## src/rtl/dram_line_reader.sv

```systemverilog
`default_nettype none
// ============================================================================
//  Module      : dram_line_reader
//  Description : AXI4 read engine feeding the hdmi_gen line FIFO. Accepts a
//                line-fetch request, splits it into INCR bursts that never
//                cross a 4 KiB page, and streams returned words out with a
//                one-cycle write strobe.
//  Revision    : 1.0 - initial release
// ============================================================================
module dram_line_reader #(
    parameter int ADDR_W    = 32,
    parameter int DATA_W    = 32,
    parameter int MAX_BURST = 64
) (
    input  logic              clk,
    input  logic              rst,
    input  logic              kick,
    output logic              busy,
    input  logic [ADDR_W-1:0] read_addr,
    input  logic [31:0]       read_num,
    output logic [DATA_W-1:0] buf_dout,
    output logic              buf_we,
    output logic [ADDR_W-1:0] m_axi_araddr,
    output logic [7:0]        m_axi_arlen,
    output logic [2:0]        m_axi_arsize,
    output logic [1:0]        m_axi_arburst,
    output logic              m_axi_arvalid,
    input  logic              m_axi_arready,
    input  logic [DATA_W-1:0] m_axi_rdata,
    input  logic [1:0]        m_axi_rresp,
    input  logic              m_axi_rlast,
    input  logic              m_axi_rvalid,
    output logic              m_axi_rready,
    output logic              rd_err
);

    localparam int c_LSB = $clog2(DATA_W / 8);
    localparam logic [ADDR_W-1:0] c_ALIGN_MASK =
        ~((ADDR_W'(1) << c_LSB) - ADDR_W'(1));

    typedef enum logic [2:0] {
        S_IDLE = 3'd0,
        S_CALC = 3'd1,
        S_ADDR = 3'd2,
        S_DATA = 3'd3,
        S_DONE = 3'd4
    } state_t;

    state_t            r_state;
    state_t            w_state_next;

    logic              r_kick_d;
    logic [ADDR_W-1:0] r_addr;
    logic [31:0]       r_remaining;
    logic [ADDR_W-1:0] r_araddr;
    logic [7:0]        r_arlen;
    logic [8:0]        r_beats;
    logic [8:0]        r_cnt;
    logic [DATA_W-1:0] r_buf_dout;
    logic              r_buf_we;
    logic              r_rd_err;

    logic              w_accept;
    logic              w_last_beat;
    logic [12:0]       w_page_words;
    logic [31:0]       w_beats;
    logic              w_busy;
    logic              w_arvalid;

    // Burst length is counted locally, so the slave's rlast is informational only.
    logic              w_unused_rlast;
    assign w_unused_rlast = m_axi_rlast;

    assign w_accept    = kick && !r_kick_d && (r_state == S_IDLE);
    assign w_last_beat = (r_cnt == r_beats - 9'd1);

    // Burst size: the smallest of words left, burst cap and words left in the 4 KiB page.
    always_comb begin
        w_page_words = (13'd4096 - {1'b0, r_addr[11:0]}) >> c_LSB;
        w_beats      = r_remaining;
        if (w_beats > 32'(MAX_BURST)) begin
            w_beats = 32'(MAX_BURST);
        end
        if (w_beats > {19'd0, w_page_words}) begin
            w_beats = {19'd0, w_page_words};
        end
    end

    // State register.
    always_ff @(posedge clk) begin
        if (rst) begin
            r_state <= S_IDLE;
        end else begin
            r_state <= w_state_next;
        end
    end

    // Next-state decode and state-derived outputs.
    always_comb begin
        w_state_next = r_state;
        w_busy       = 1'b1;
        w_arvalid    = 1'b0;
        case (r_state)
            S_IDLE: begin
                w_busy = 1'b0;
                if (w_accept) begin
                    w_state_next = S_CALC;
                end
            end
            S_CALC: begin
                w_state_next = (r_remaining == 32'd0) ? S_DONE : S_ADDR;
            end
            S_ADDR: begin
                w_arvalid = 1'b1;
                if (m_axi_arready) begin
                    w_state_next = S_DATA;
                end
            end
            S_DATA: begin
                if (m_axi_rvalid && w_last_beat) begin
                    w_state_next = (r_remaining == {23'd0, r_beats}) ? S_DONE : S_CALC;
                end
            end
            S_DONE: begin
                w_state_next = S_IDLE;
            end
            default: begin
                w_state_next = S_IDLE;
            end
        endcase
    end

    // Request capture, burst bookkeeping and word forwarding.
    always_ff @(posedge clk) begin
        if (rst) begin
            r_kick_d    <= 1'b0;
            r_addr      <= '0;
            r_remaining <= '0;
            r_araddr    <= '0;
            r_arlen     <= '0;
            r_beats     <= '0;
            r_cnt       <= '0;
            r_buf_dout  <= '0;
            r_buf_we    <= 1'b0;
            r_rd_err    <= 1'b0;
        end else begin
            r_kick_d <= kick;
            r_buf_we <= 1'b0;
            if (m_axi_rvalid && (m_axi_rresp != 2'b00)) begin
                r_rd_err <= 1'b1;
            end
            case (r_state)
                S_IDLE: begin
                    if (w_accept) begin
                        r_addr      <= read_addr & c_ALIGN_MASK;
                        r_remaining <= read_num;
                    end
                end
                S_CALC: begin
                    if (r_remaining != 32'd0) begin
                        r_araddr <= r_addr;
                        r_arlen  <= w_beats[7:0] - 8'd1;
                        r_beats  <= w_beats[8:0];
                        r_cnt    <= '0;
                    end
                end
                S_DATA: begin
                    if (m_axi_rvalid) begin
                        r_buf_dout <= m_axi_rdata;
                        r_buf_we   <= 1'b1;
                        r_cnt      <= r_cnt + 9'd1;
                        if (w_last_beat) begin
                            r_addr      <= r_addr + (ADDR_W'(r_beats) << c_LSB);
                            r_remaining <= r_remaining - {23'd0, r_beats};
                        end
                    end
                end
                default: begin
                end
            endcase
        end
    end

    assign busy          = w_busy;
    assign m_axi_arvalid = w_arvalid;
    assign m_axi_araddr  = r_araddr;
    assign m_axi_arlen   = r_arlen;
    assign m_axi_arsize  = 3'(c_LSB);
    assign m_axi_arburst = 2'b01;
    assign m_axi_rready  = 1'b1;
    assign buf_dout      = r_buf_dout;
    assign buf_we        = r_buf_we;
    assign rd_err        = r_rd_err;

endmodule
`default_nettype wire

```

## config.mk

```make
export PLATFORM = sky130hd
export DESIGN_NAME = dram_line_reader
export DESIGN_NICKNAME = d
export VERILOG_FILES = /design/src/rtl/dram_line_reader.sv
export SDC_FILE = /design/constraint.sdc
export NUM_CORES = 1
export LEC_CHECK = 0
export ABC_AREA = 1
export BUFFER_PORTS_ARGS = -buffer_cell sky130_fd_sc_hd__buf_2
export CORE_MARGIN = 10
export CORE_UTILIZATION = 50
export DETAILED_ROUTE_END_ITERATION = 8
export MAX_ROUTING_LAYER = met4
export PLACE_DENSITY = 0.78
export SLEW_MARGIN = 5
export SYNTH_ARGS = -nofsm -noshare
export SYNTH_HDL_FRONTEND = slang
export SYNTH_SLANG_ARGS = --single-unit
```

## constraint.sdc

```tcl
create_clock -name clk -period 4.4 [get_ports clk]
set_input_delay 1.32 -clock clk [delete_from_list [all_inputs] [get_ports clk]]
set_output_delay 1.32 -clock clk [all_outputs]
set_load 0.02 [all_outputs]
```

==> flow_summary.rst <==
.. list-table::
   :header-rows: 1

   * - Metric
     - Value
   * - Status
     - completed
   * - DIE AREA
     - 25,410 um2
   * - Number of antenna violations at the first check in global routing
     - 1
   * - Sequential cell area in the final layout
     - 3123 um2
   * - Power density over cell area
     - about 600 nW/um2
   * - Vias in the first global route
     - just under 10,000
   * - Effective utilization at floorplan
     - 51.42%
   * - CP max FO
     - 13
   * - Critical path class
     - flop to flop
   * - Share of final-layout standard cells stronger than drive strength 1
     - 14.41%
   * - Die Span X
     - roughly 160 um
   * - Element type at the critical path end
     - flop
   * - Floorplan Core Area
     - 18,890 um2
   * - TritonCTS Buffers
     - 17
   * - Max_slew headroom
     - 24.59%
   * - Final routed DRC violation total
     - 0
   * - Area grow syn2layout
     - 16.45%
   * - Mean instance size in the synthesized netlist
     - 6.260 um2
   * - Via count
     - approximately 10,000
   * - Tmin final
     - 3881 ps
   * - Worst clock skew
     - 8.098 ps
   * - Area occupied by multi-input gates
     - 5772 um2
   * - Top-level port count
     - 186
   * - Setup TNS
     - 0 ps
   * - Proportion of synthesized chip area in sequential cells
     - ~32%
   * - Post-synth cell types
     - 37
   * - Arr. time, crit path
     - 4220 ps
   * - GRT Total Usage
     - around 24%
   * - Final estimated routing congestion in global placement
     - about 0.96
   * - Synth Instances
     - 1,552
   * - Maximum buffer depth of the clock tree
     - 2
   * - Peak supply drop
     - 0.0003069 V
   * - Standard-cell rows
     - 50
   * - Clock slew at the register clock pins of the worst setup and hold paths
     - 70 ps
   * - Largest net degree at the start of global routing
     - 77
   * - Setup repair after global routing missed its margin
     - no
   * - Filler Cells Inserted
     - 1,884
   * - Total of hold buffers inserted after clock tree synthesis
     - 0
   * - Root buffer cell
     - sky130_fd_sc_hd__clkbuf_16
   * - Final Hold Violating Endpoints
     - 0
   * - Post-detailed-route via-to-cell ratio
     - 5.297
   * - Finished Cell Area
     - between 10,000 and 15,000 um2
   * - Area of the mapped netlist
     - 9716 um2
   * - Area post-placement
     - roughly 11,000 um2
   * - Port buffer count
     - 174
   * - Routed Antenna Nets
     - 0
   * - Number of DRC markers after the initial detailed-route iteration
     - 1,029
   * - Overall power of the completed layout
     - 6.889 mW
   * - Wire length reported by the detailed router
     - 30,630 um
   * - Endpoint required time on the critical path
     - 4740 ps
   * - Maximum clock rate
     - around 260 MHz
   * - Max-cap violation count
     - 0
   * - Post-DP HPWL
     - between 20,000 and 25,000 um
   * - Clock sink count
     - between 150 and 200
   * - Deepest level of the CTS H-tree
     - 4
   * - Vertical die dimension
     - 159.4 um
   * - Slew Viols, Final
     - 0
   * - Number of endpoints failing setup at the final stage
     - 0
   * - #FFs+latches synth
     - between 150 and 200
   * - Crit path launch type
     - flop
   * - Portion of the clock cycle consumed by the worst path in the final layout
     - 88.20%
   * - Leakage
     - 5.654 nW
   * - Most frequent standard cell in the layout excluding fill and tap cells
     - sky130_fd_sc_hd__nand2_1
   * - Clock tree from TritonCTS
     - yes
   * - Number of warnings issued by yosys
     - 0
   * - Global-route congestion overflow total
     - 0
   * - Final #Nets
     - 1,834
   * - Average detailed-routed wire length per instance
     - about 16 um
   * - DRT Pass-1 Iters
     - 5
   * - Insertion delay of the later-clocked pin in the worst-skew pair
     - 440 ps
   * - Worst slew pin tran
     - ~1100 ps
   * - Commonest cells after routing, fill and taps aside
     - sky130_fd_sc_hd__nand2_1, sky130_fd_sc_hd__nor2_1, sky130_fd_sc_hd__buf_2
   * - Classification of the worst-slack hold path
     - flop to flop
   * - Wire length of the first global-routing pass
     - between 40,000 and 50,000 um
[registers in the layout, indices dropped and copies added (netlist names)]
signal        flops
m_axi_arlen       8
m_axi_araddr     30
r_addr           30
r_kick_d          1
r_remaining      32
r_state           3
rd_err            1
r_beats           9
buf_dout         32
r_cnt             9
buf_we            1
[cell usage after synthesis]
master,count,area (um2)
sky130_fd_sc_hd__nand2_1,401,1505
sky130_fd_sc_hd__buf_6,1,11.26
sky130_fd_sc_hd__clkbuf_1,47,176.4
sky130_fd_sc_hd__buf_2,15,75.07
sky130_fd_sc_hd__a21boi_0,2,15.01
sky130_fd_sc_hd__a21oi_1,120,600.6
sky130_fd_sc_hd__conb_1,2,7.510
sky130_fd_sc_hd__o22ai_1,2,12.51
sky130_fd_sc_hd__buf_1,2,7.510
sky130_fd_sc_hd__o21a_1,2,15.01
sky130_fd_sc_hd__and3_1,2,12.51
sky130_fd_sc_hd__o211ai_1,7,52.55
sky130_fd_sc_hd__nand4_1,22,137.6
sky130_fd_sc_hd__o21ai_0,123,615.6
sky130_fd_sc_hd__a21o_1,3,22.52
sky130_fd_sc_hd__inv_1,139,521.8
sky130_fd_sc_hd__fa_1,2,40.04
sky130_fd_sc_hd__buf_4,8,60.06
sky130_fd_sc_hd__nand3b_1,8,60.06
sky130_fd_sc_hd__inv_2,4,15.01
sky130_fd_sc_hd__nand2_2,3,18.77
sky130_fd_sc_hd__nor2_1,203,762.0
sky130_fd_sc_hd__dfxtp_1,156,3123
sky130_fd_sc_hd__xnor2_1,11,96.34
sky130_fd_sc_hd__o21ai_4,1,16.27
sky130_fd_sc_hd__o21ai_2,1,8.760
sky130_fd_sc_hd__a31o_2,1,8.760
sky130_fd_sc_hd__nor4_1,6,37.54
sky130_fd_sc_hd__ha_1,34,425.4
sky130_fd_sc_hd__a31oi_1,2,12.51
sky130_fd_sc_hd__xor2_1,28,245.2
sky130_fd_sc_hd__o211a_1,1,10.01
sky130_fd_sc_hd__a211oi_1,1,7.510
sky130_fd_sc_hd__or2_2,12,75.07
sky130_fd_sc_hd__nor2_2,3,18.77
sky130_fd_sc_hd__nand3_1,153,765.7
sky130_fd_sc_hd__nor3_1,24,120.1
[cell type report]
type	count	share of cell area, %
flip-flops and latches	156	27.60
well taps	260	2.875
multi-input cells	1190	51.02
clock buffers	17	3.760
clock inverters	15	1.482
repair buffers	186	8.494
inverters	143	4.745
diodes	1	0.02212
[critical path, cell delays in order, from the launching register on]
cell and delay [ps]:
sky130_fd_sc_hd__dfxtp_1 360, sky130_fd_sc_hd__nor2_1 120, sky130_fd_sc_hd__inv_1 50, sky130_fd_sc_hd__nor2_1 140, sky130_fd_sc_hd__nand2_1 120, sky130_fd_sc_hd__nor2_1 280, sky130_fd_sc_hd__nand2_1 160, sky130_fd_sc_hd__nor2_1 270
sky130_fd_sc_hd__nand2_1 140, sky130_fd_sc_hd__ha_1 300, sky130_fd_sc_hd__nand2_1 50, sky130_fd_sc_hd__nor2_1 110, sky130_fd_sc_hd__nand3_1 270, sky130_fd_sc_hd__nand2_2 300, sky130_fd_sc_hd__nand2_1 90, sky130_fd_sc_hd__o21ai_2 110
sky130_fd_sc_hd__ha_1 200, sky130_fd_sc_hd__inv_1 50, sky130_fd_sc_hd__nor3_1 370, sky130_fd_sc_hd__nand2_1 80, sky130_fd_sc_hd__o21ai_0 160, sky130_fd_sc_hd__nor2_1 50
[through the flow]
step,util (%),std cells,hold slack (ps),worst slack (ps)
after global placement,56.72,1935,436.9,544.7
after CTS,59.85,1967,470.4,447.3
after floorplan,-,1562,440.1,1124
after detailed placement,56.72,1935,460.5,476.3
after global routing,59.88,1968,499.7,71.53
final,59.88,1968,461.3,519.2
[logic make-up after synthesis]
kind of cell               synth area share [%]
buffers and inverters                     8.925
adders and majority gates                 4.791
other                                   0.07730
AOI/OAI and AO/OA                         14.39
DFF                                       32.14
xor gates and xnor gates                  3.516
and+or+nand+nor                           36.16
[path summary, 6_finish.rpt]
kind                        start             end  slack (ps)  cells past startpoint
setup reg to reg  r_remaining[18]  m_axi_arlen[6]         520                     21
hold / removal             rd_err          rd_err         460                      2
hold reg to reg            rd_err          rd_err         460                      2
setup / recovery  r_remaining[18]  m_axi_arlen[6]         520                     21
[layer usage]
layer  global-route usage [%]  vias up  routed length, um
met3                    3.796       40               1940
met2                    40.21      383              14910
met1                    29.46     4684              13280
met4                    7.035        0                499
li1                         -     5318                  -
met5                        -        -                  0
[power by group]
group	internal, mW	switching, mW
registers	1.69	0.274
clock network	0.765	0.718
logic	1.12	2.33
[what timing repair did]
| item | in CTS | in global routing |
|---|---|---|
| setup buffers | 0 | 0 |
| endpoints found under the hold margin | 0 | 0 |
| resized for setup | 0 | 1 |
| endpoints found under the setup margin | 0 | 2 |
No activity file was read; power rests on OpenSTA's default activity.
